<file path="config.mk">
export PLATFORM = sky130hd
export DESIGN_NAME = spi_master_arbiter
export DESIGN_NICKNAME = d
export VERILOG_FILES = /design/src/rtl/spi_master_arbiter.sv
export SDC_FILE = /design/constraint.sdc
export NUM_CORES = 1
export LEC_CHECK = 0
export BUFFER_PORTS_ARGS = -buffer_cell sky130_fd_sc_hd__buf_2
export CELL_PAD_IN_SITES_DETAIL_PLACEMENT = 0
export CELL_PAD_IN_SITES_GLOBAL_PLACEMENT = 1
export CORE_MARGIN = 1
export CORE_UTILIZATION = 35
export CTS_CLUSTER_DIAMETER = 80
export DETAILED_ROUTE_END_ITERATION = 6
export PLACE_DENSITY_LB_ADDON = 0.1
export SYNTH_ARGS = -nofsm -noshare
export SYNTH_HDL_FRONTEND = slang
export SYNTH_SLANG_ARGS = --single-unit
</file>
<file path="constraint.sdc">
create_clock -name sys_clk -period 2.1 [get_ports sys_clk]
set_input_delay 0 -clock sys_clk [delete_from_list [all_inputs] [get_ports sys_clk]]
set_output_delay 0 -clock sys_clk [all_outputs]
set_load 0.01 [all_outputs]
</file>
<file path="src/rtl/spi_master_arbiter.sv">
// Round-robin arbiter sharing one SPI master core between N_REQ requesters,
// with per-transfer grants, locked multi-word bursts and a lock idle timeout.
module spi_master_arbiter #(
    parameter int N_REQ        = 2,
    parameter int DATA_W       = 16,
    parameter int LEN_W        = 5,
    parameter int CS_W         = 1,
    parameter int LOCK_TIMEOUT = 1023,
    localparam int OW = (N_REQ > 1) ? $clog2(N_REQ) : 1,
    localparam int TW = $clog2(LOCK_TIMEOUT + 1)
) (
    input  logic                    sys_clk,
    input  logic                    sys_rst_n,
    input  logic [N_REQ-1:0]        req_valid,
    output logic [N_REQ-1:0]        req_ready,
    input  logic [N_REQ*DATA_W-1:0] req_data,
    input  logic [N_REQ*LEN_W-1:0]  req_len,
    input  logic [N_REQ*CS_W-1:0]   req_cs,
    input  logic [N_REQ-1:0]        req_last,
    output logic [N_REQ-1:0]        rsp_valid,
    output logic [DATA_W-1:0]       rsp_data,
    output logic [OW-1:0]           owner,
    output logic                    locked,
    output logic                    m_start,
    output logic [DATA_W-1:0]       m_data,
    output logic [LEN_W-1:0]        m_len,
    output logic [CS_W-1:0]         m_cs,
    input  logic                    m_idle,
    input  logic [DATA_W-1:0]       m_rx
);

    typedef enum logic [1:0] {IDLE, ISSUE, WAIT, RESP} state_e;

    state_e              state_q, state_d;
    logic [OW-1:0]       ptr_q, ptr_d;
    logic [OW-1:0]       owner_q, owner_d;
    logic                locked_q, locked_d;
    logic                last_q, last_d;
    logic [TW-1:0]       tmo_q, tmo_d;
    logic [1:0]          wcnt_q, wcnt_d;
    logic [N_REQ-1:0]    req_ready_q, req_ready_d;
    logic [N_REQ-1:0]    rsp_valid_q, rsp_valid_d;
    logic [DATA_W-1:0]   rsp_data_q, rsp_data_d;
    logic                m_start_q, m_start_d;
    logic [DATA_W-1:0]   m_data_q, m_data_d;
    logic [LEN_W-1:0]    m_len_q, m_len_d;
    logic [CS_W-1:0]     m_cs_q, m_cs_d;

    logic                rr_found;
    logic [OW-1:0]       rr_win;
    logic                gnt;
    logic [OW-1:0]       gnt_idx;
    logic [OW-1:0]       owner_inc;

    // First valid requester at or above the pointer, wrapping around.
    always_comb begin
        rr_found = 1'b0;
        rr_win   = ptr_q;
        for (int k = 0; k < N_REQ; k++) begin
            if (!rr_found && req_valid[(int'(ptr_q) + k) % N_REQ]) begin
                rr_found = 1'b1;
                rr_win   = OW'((int'(ptr_q) + k) % N_REQ);
            end
        end
    end

    assign owner_inc = OW'((int'(owner_q) + 1) % N_REQ);

    always_comb begin
        state_d     = state_q;
        ptr_d       = ptr_q;
        owner_d     = owner_q;
        locked_d    = locked_q;
        last_d      = last_q;
        tmo_d       = tmo_q;
        wcnt_d      = wcnt_q;
        req_ready_d = '0;
        rsp_valid_d = '0;
        rsp_data_d  = rsp_data_q;
        m_start_d   = 1'b0;
        m_data_d    = m_data_q;
        m_len_d     = m_len_q;
        m_cs_d      = m_cs_q;
        gnt         = 1'b0;
        gnt_idx     = rr_win;

        unique case (state_q)
            IDLE: begin
                if (locked_q) begin
                    if (req_valid[owner_q]) begin
                        gnt     = 1'b1;
                        gnt_idx = owner_q;
                    end else if (tmo_q == TW'(LOCK_TIMEOUT - 1)) begin
                        locked_d = 1'b0;
                        tmo_d    = '0;
                        ptr_d    = owner_inc;
                        m_cs_d   = '0;
                    end else begin
                        tmo_d = tmo_q + TW'(1);
                    end
                end else begin
                    m_cs_d = '0;
                    if (rr_found) begin
                        gnt = 1'b1;
                    end
                end
                if (gnt) begin
                    req_ready_d[gnt_idx] = 1'b1;
                    owner_d  = gnt_idx;
                    m_data_d = req_data[int'(gnt_idx)*DATA_W +: DATA_W];
                    m_len_d  = req_len[int'(gnt_idx)*LEN_W +: LEN_W];
                    m_cs_d   = req_cs[int'(gnt_idx)*CS_W +: CS_W];
                    last_d   = req_last[gnt_idx];
                    state_d  = ISSUE;
                end
            end
            ISSUE: begin
                if (m_idle) begin
                    m_start_d = 1'b1;
                    wcnt_d    = '0;
                    state_d   = WAIT;
                end
            end
            WAIT: begin
                // m_idle is stale while start is in flight and one cycle after.
                if (wcnt_q != 2'd2) begin
                    wcnt_d = wcnt_q + 2'd1;
                end else if (m_idle) begin
                    rsp_data_d           = m_rx;
                    rsp_valid_d[owner_q] = 1'b1;
                    state_d              = RESP;
                end
            end
            RESP: begin
                if (!last_q) begin
                    locked_d = 1'b1;
                    tmo_d    = '0;
                end else begin
                    locked_d = 1'b0;
                    ptr_d    = owner_inc;
                    m_cs_d   = '0;
                end
                state_d = IDLE;
            end
            default: state_d = IDLE;
        endcase
    end

    always_ff @(posedge sys_clk) begin
        if (!sys_rst_n) begin
            state_q     <= IDLE;
            ptr_q       <= '0;
            owner_q     <= '0;
            locked_q    <= 1'b0;
            last_q      <= 1'b0;
            tmo_q       <= '0;
            wcnt_q      <= '0;
            req_ready_q <= '0;
            rsp_valid_q <= '0;
            rsp_data_q  <= '0;
            m_start_q   <= 1'b0;
            m_data_q    <= '0;
            m_len_q     <= '0;
            m_cs_q      <= '0;
        end else begin
            state_q     <= state_d;
            ptr_q       <= ptr_d;
            owner_q     <= owner_d;
            locked_q    <= locked_d;
            last_q      <= last_d;
            tmo_q       <= tmo_d;
            wcnt_q      <= wcnt_d;
            req_ready_q <= req_ready_d;
            rsp_valid_q <= rsp_valid_d;
            rsp_data_q  <= rsp_data_d;
            m_start_q   <= m_start_d;
            m_data_q    <= m_data_d;
            m_len_q     <= m_len_d;
            m_cs_q      <= m_cs_d;
        end
    end

    assign req_ready = req_ready_q;
    assign rsp_valid = rsp_valid_q;
    assign rsp_data  = rsp_data_q;
    assign owner     = owner_q;
    assign locked    = locked_q;
    assign m_start   = m_start_q;
    assign m_data    = m_data_q;
    assign m_len     = m_len_q;
    assign m_cs      = m_cs_q;

endmodule

</file>
# Word level (Yosys, flattened, before mapping)
# Cells that the tools add are included.
# word_totals
register_bits	61
input_bits	67
output_inout_bits	45
wordCells	120
# classes
n_addsub	4
mul	1
magnitude_cmp	6
eq_ne	17
shifts	3
muxes	53
bitwise_logic	5
n_reduce_logical	17
# op_table
operator	count
$mux 10	4
$mux 1	35
$shiftx 32x6->16	1
$ne 2x2->1 const B	11
$pmux 10 s2	1
$mux 2	6
$reduce_and 4->1	3
$add 10x1->10 const B	1
$eq 10x10->1 const B	1
$shiftx 10x5->5	1
$reduce_and 3->1	3
$ne 4x4->1 const B	2
$pmux 2 s4	1
$lt 1x2->1 const B	3
$pmux 1 s2	3
$reduce_and 5->1	1
$eq 2x2->1 const B	2
$mul 1x3->4 const B	1
$not 1->1	4
$pmux 2 s2	1
$reduce_and 2->1	2
$reduce_bool 2->1	2
$reduce_or 4->1	1
$logic_and 1x1->1	3
other kinds (10)	13

# Longest topological paths before layout
# logic_depth
ltp_word	14
mapped_depth	8

# Worst setup path after synthesis
# No wires, ideal clock.
# synth_timing
path_type	reg2reg
startpoint	register owner_q (netlist: owner)
endpoint	register tmo_q[9]
t_arrival_ns	1.540
required_time_ns	1.971
slack_ns	0.431
path_stages_with_launch	7
path_buffers	1
period_less_slack_ns	1.669
path_cell_list	dfxtp_1 > mux2i_2 > a41oi_1 > buf_2 > nor4_1 > xnor2_1 > nor2_1
# synth_via
elab_chain_cells	4
# synth_rtl
element	line_no	text
from (decl)	36	logic [OW-1:0] owner_q, owner_d;
from (signal assigned)	168	owner_q <= owner_d;
$mux 1 (not written as such) (2 in a row)	90	if (req_valid[owner_q]) begin
$ne 2x2->1 (no source line)	n/a	
$reduce_and 4->1 (no source line)	n/a	
to (signal assigned)	171	tmo_q <= tmo_d;
to (decl)	39	logic [TW-1:0] tmo_q, tmo_d;
# No other way between the ends. The select of a mux whose other input is x is not followed.
# A chain may end at the register's enable or synchronous reset.

# Final worst setup path
# Ends and elaborated chain as after synthesis.

==> summary.txt <==
Critical path
  • Maximum fanout along the worst path: 9
  • Crit path required time: 2.30 ns
  • CP endpoint kind: flop
  • Kind of critical path: reg -> reg
  • Crit path DAT: 2.12 ns
  • CP startpoint kind: flop

Pwr
  • LEAKAGE: 1.81 nW
  • PwrDens: 892 nW/um^2
  • VDD IR max: 446 uV

STA
  • TNS Setup: 0 ns
  • Final Hold Viols: 0
  • Hold slack: 0.0321 ns
  • Slew Viols, Final: 0
  • Period Utilization, post-route: 91.3%
  • Slew headroom: 57.3%
  • F_max: 522 MHz
  • Setup violators final: 0
  • Final min period: 1.92 ns
  • Worst Skew: 0.00647 ns
  • Worst-margin pin slew: 0.633 ns
  • RSZ-0062 raised after global routing: false

Detailed routing
  • Vias per cell: 4.68
  • DRC violation count after routing: 0
  • ANT nets after route: 0
  • Routed WL: 7510 um
  • Drt wl/cell: 13.3 um
  • Vias: 2633
  • DRT Pass-1 Iters: 4
  • 1st-iter DRT viols: 81

Floorplan
  • Core Region: 7330 um^2
  • DIE HEIGHT: 89.4 um
  • Die ar.: 8000 um^2
  • I/O pin cnt: 112
  • FP Rows: 31
  • Initial Utilization: 36.5%
  • Die width: 89.4 um

Clocking
  • Clk sinks: 61
  • Postcts setup bufs: 0
  • Cts bufs inserted: 9
  • Max Root-Sink Buffers: 2
  • CTS clk-pin slew, worst paths: 0.07 ns
  • Worst skew pair latency: 0.33 ns
  • H-tree lvl count: 3
  • Root buffer cell: clkbuf_8
  • CTS tree: yes

Yosys
  • Top cells by instance count after synthesis: dfxtp_1 (61), nand2_1 (45), mux2i_1 (25)
  • Mapped Nets: 356
  • Syn Inst Count: 282
  • EDFF count, synth: 0
  • Yosys Warn Count: 0
  • Avg Cell Area, Syn: 9.49 um^2
  • Flops & latches, synth: 61
  • Synth top area cells: dfxtp_1 (46%), mux2i_1 (9.4%), o2bb2ai_1 (7.2%)
  • Cell with the most instances after synthesis: dfxtp_1
  • Netlist cell types: 39
  • Asr flop ratio synth: 0%
  • Yosys top cell area share: 45.7%
  • Area leader, netlist: dfxtp_1
  • Seq/Total Area, Yosys: 45.7%
  • Synth Cell Area: 2680 um^2
  • Top FF cell, synth: dfxtp_1

Final layout
  • Ant diodes: 0
  • Area delta synth->final: 57.6%
  • Share of cells above drive strength 1: 30.6%
  • Layout net count: 533

Placement
  • PortBufs: 111
  • Dpl hpwl: 4500 um
  • Final GP Congestion: 0.757

GRT
  • First-pass GRT wire length: 12200 um
  • Largest net degree at the start of global routing: 27
  • Initial antenna violation count: 0
  • Vias in the first global route: 2705
  • GRT Total Usage: 19.8%
  • Remaining Overflow, GRT: 0

Outcome
  • Status: complete, no violations

Run
  • Max-cap violations: 0

Worst hold path
  • Hold Crit Class: in -> reg
[logic make-up after synthesis]
kind of cell,synth area share [%]
adders and majority gates,3.27
xor gates and xnor gates,2.95
muxes,9.87
and+or+nand+nor,16.4
DFF,45.7
buffers and inverters,3.41
AOI/OAI and AO/OA,18.5
[flip-flops by register name (all words and copies together) (netlist names)]
name,cells
m_start,1
owner,1
ptr_q,1
locked,1
rsp_valid,2
wcnt_q,2
last_q,1
rsp_data,16
m_cs,1
tmo_q,10
state_q,2
req_ready,2
m_len,5
m_data,16
[per-layer routing]
layer  track usage [%]  up-vias  part of all wire, %
met3              6.83       14                  4.4
met2              35.3       73                   49
li1                  -     1343                    -
met5                 0        -                    0
met4              6.06        0                  2.1
met1              22.3     1203                   45
[layout make-up]
cell class | count | area [um^2]
clock inverters | 4 | 70.1
multi-input cells | 201 | 1400
clock buffers | 12 | 155
fillers | 659 | 3120
well taps | 99 | 124
repair buffers | 179 | 1220
flip-flops and latches | 61 | 1220
inverters | 7 | 26.3
[path summary, 6_finish.rpt]
path	slack, ns	startpoint	end	depth (start not counted)
hold / removal	0.03	req_cs[0]	m_cs	3
setup reg to reg	0.18	owner	tmo_q[9]	5
hold reg to reg	0.46	m_data[15]	m_data[15]	1
setup / recovery	0.18	owner	tmo_q[9]	5
[cells in the final DEF, fill, tap and decap left out, types with 2 or more instances in the layout]
master         instances
nor2b_1                4
a21oi_1                6
and3_1                 4
nor4_1                 2
a21oi_4                2
dfxtp_1               61
bufinv_16              2
buf_2                111
nand2_1               45
nand3_1                7
nand2b_1               4
and4_1                 2
o21ai_0                3
a22oi_1                2
o2bb2ai_1             22
o21a_1                 2
inv_1                  7
a21boi_0              16
xnor2_1                9
dlygate4sd3_1         61
nor3_1                 3
clkinv_2               2
nor2_1                17
clkbuf_8              11
and2_1                 2
ha_1                   7
mux2i_1               25
a21o_1                 2
buf_4                  7
[report_power, final]
group	switching [mW]	leakage (nW)	internal, mW
Clock	0.445	0.116	0.730
Sequential	0.123	0.497	1.36
Combinational	0.578	1.20	0.527
[per-stage QoR]
stage | power (mW) | util (%) | area [um^2] | cells | worst slack (ns)
2_1_floorplan | 2.11 | - | 2680 | 282 | 0.431
3_3_place_gp | 2.49 | 45.7 | 3350 | 485 | 0.0609
3_5_place_dp | 2.49 | 45.7 | 3350 | 485 | 0.0293
4_1_cts | 3.79 | 57.1 | 4190 | 562 | 0.00260
5_1_grt | 3.98 | 57.5 | 4220 | 563 | 0.0292
6_report | 3.76 | 57.5 | 4220 | 563 | 0.183
[what timing repair did]
action,4_1_cts,5_1_grt
hold buffers,61,0
resized for setup,0,3
endpoints found under the setup margin,0,23
endpoints found under the hold margin,39,0
[critical path, cell delays in order (launching register included)]
cell	delay (ns)
dfxtp_1	0.43
mux2i_2	0.35
nand2_1	0.16
or2_2	0.33
o211ai_2	0.40
nor2_1	0.11
Power figures use the tool's default switching activity.
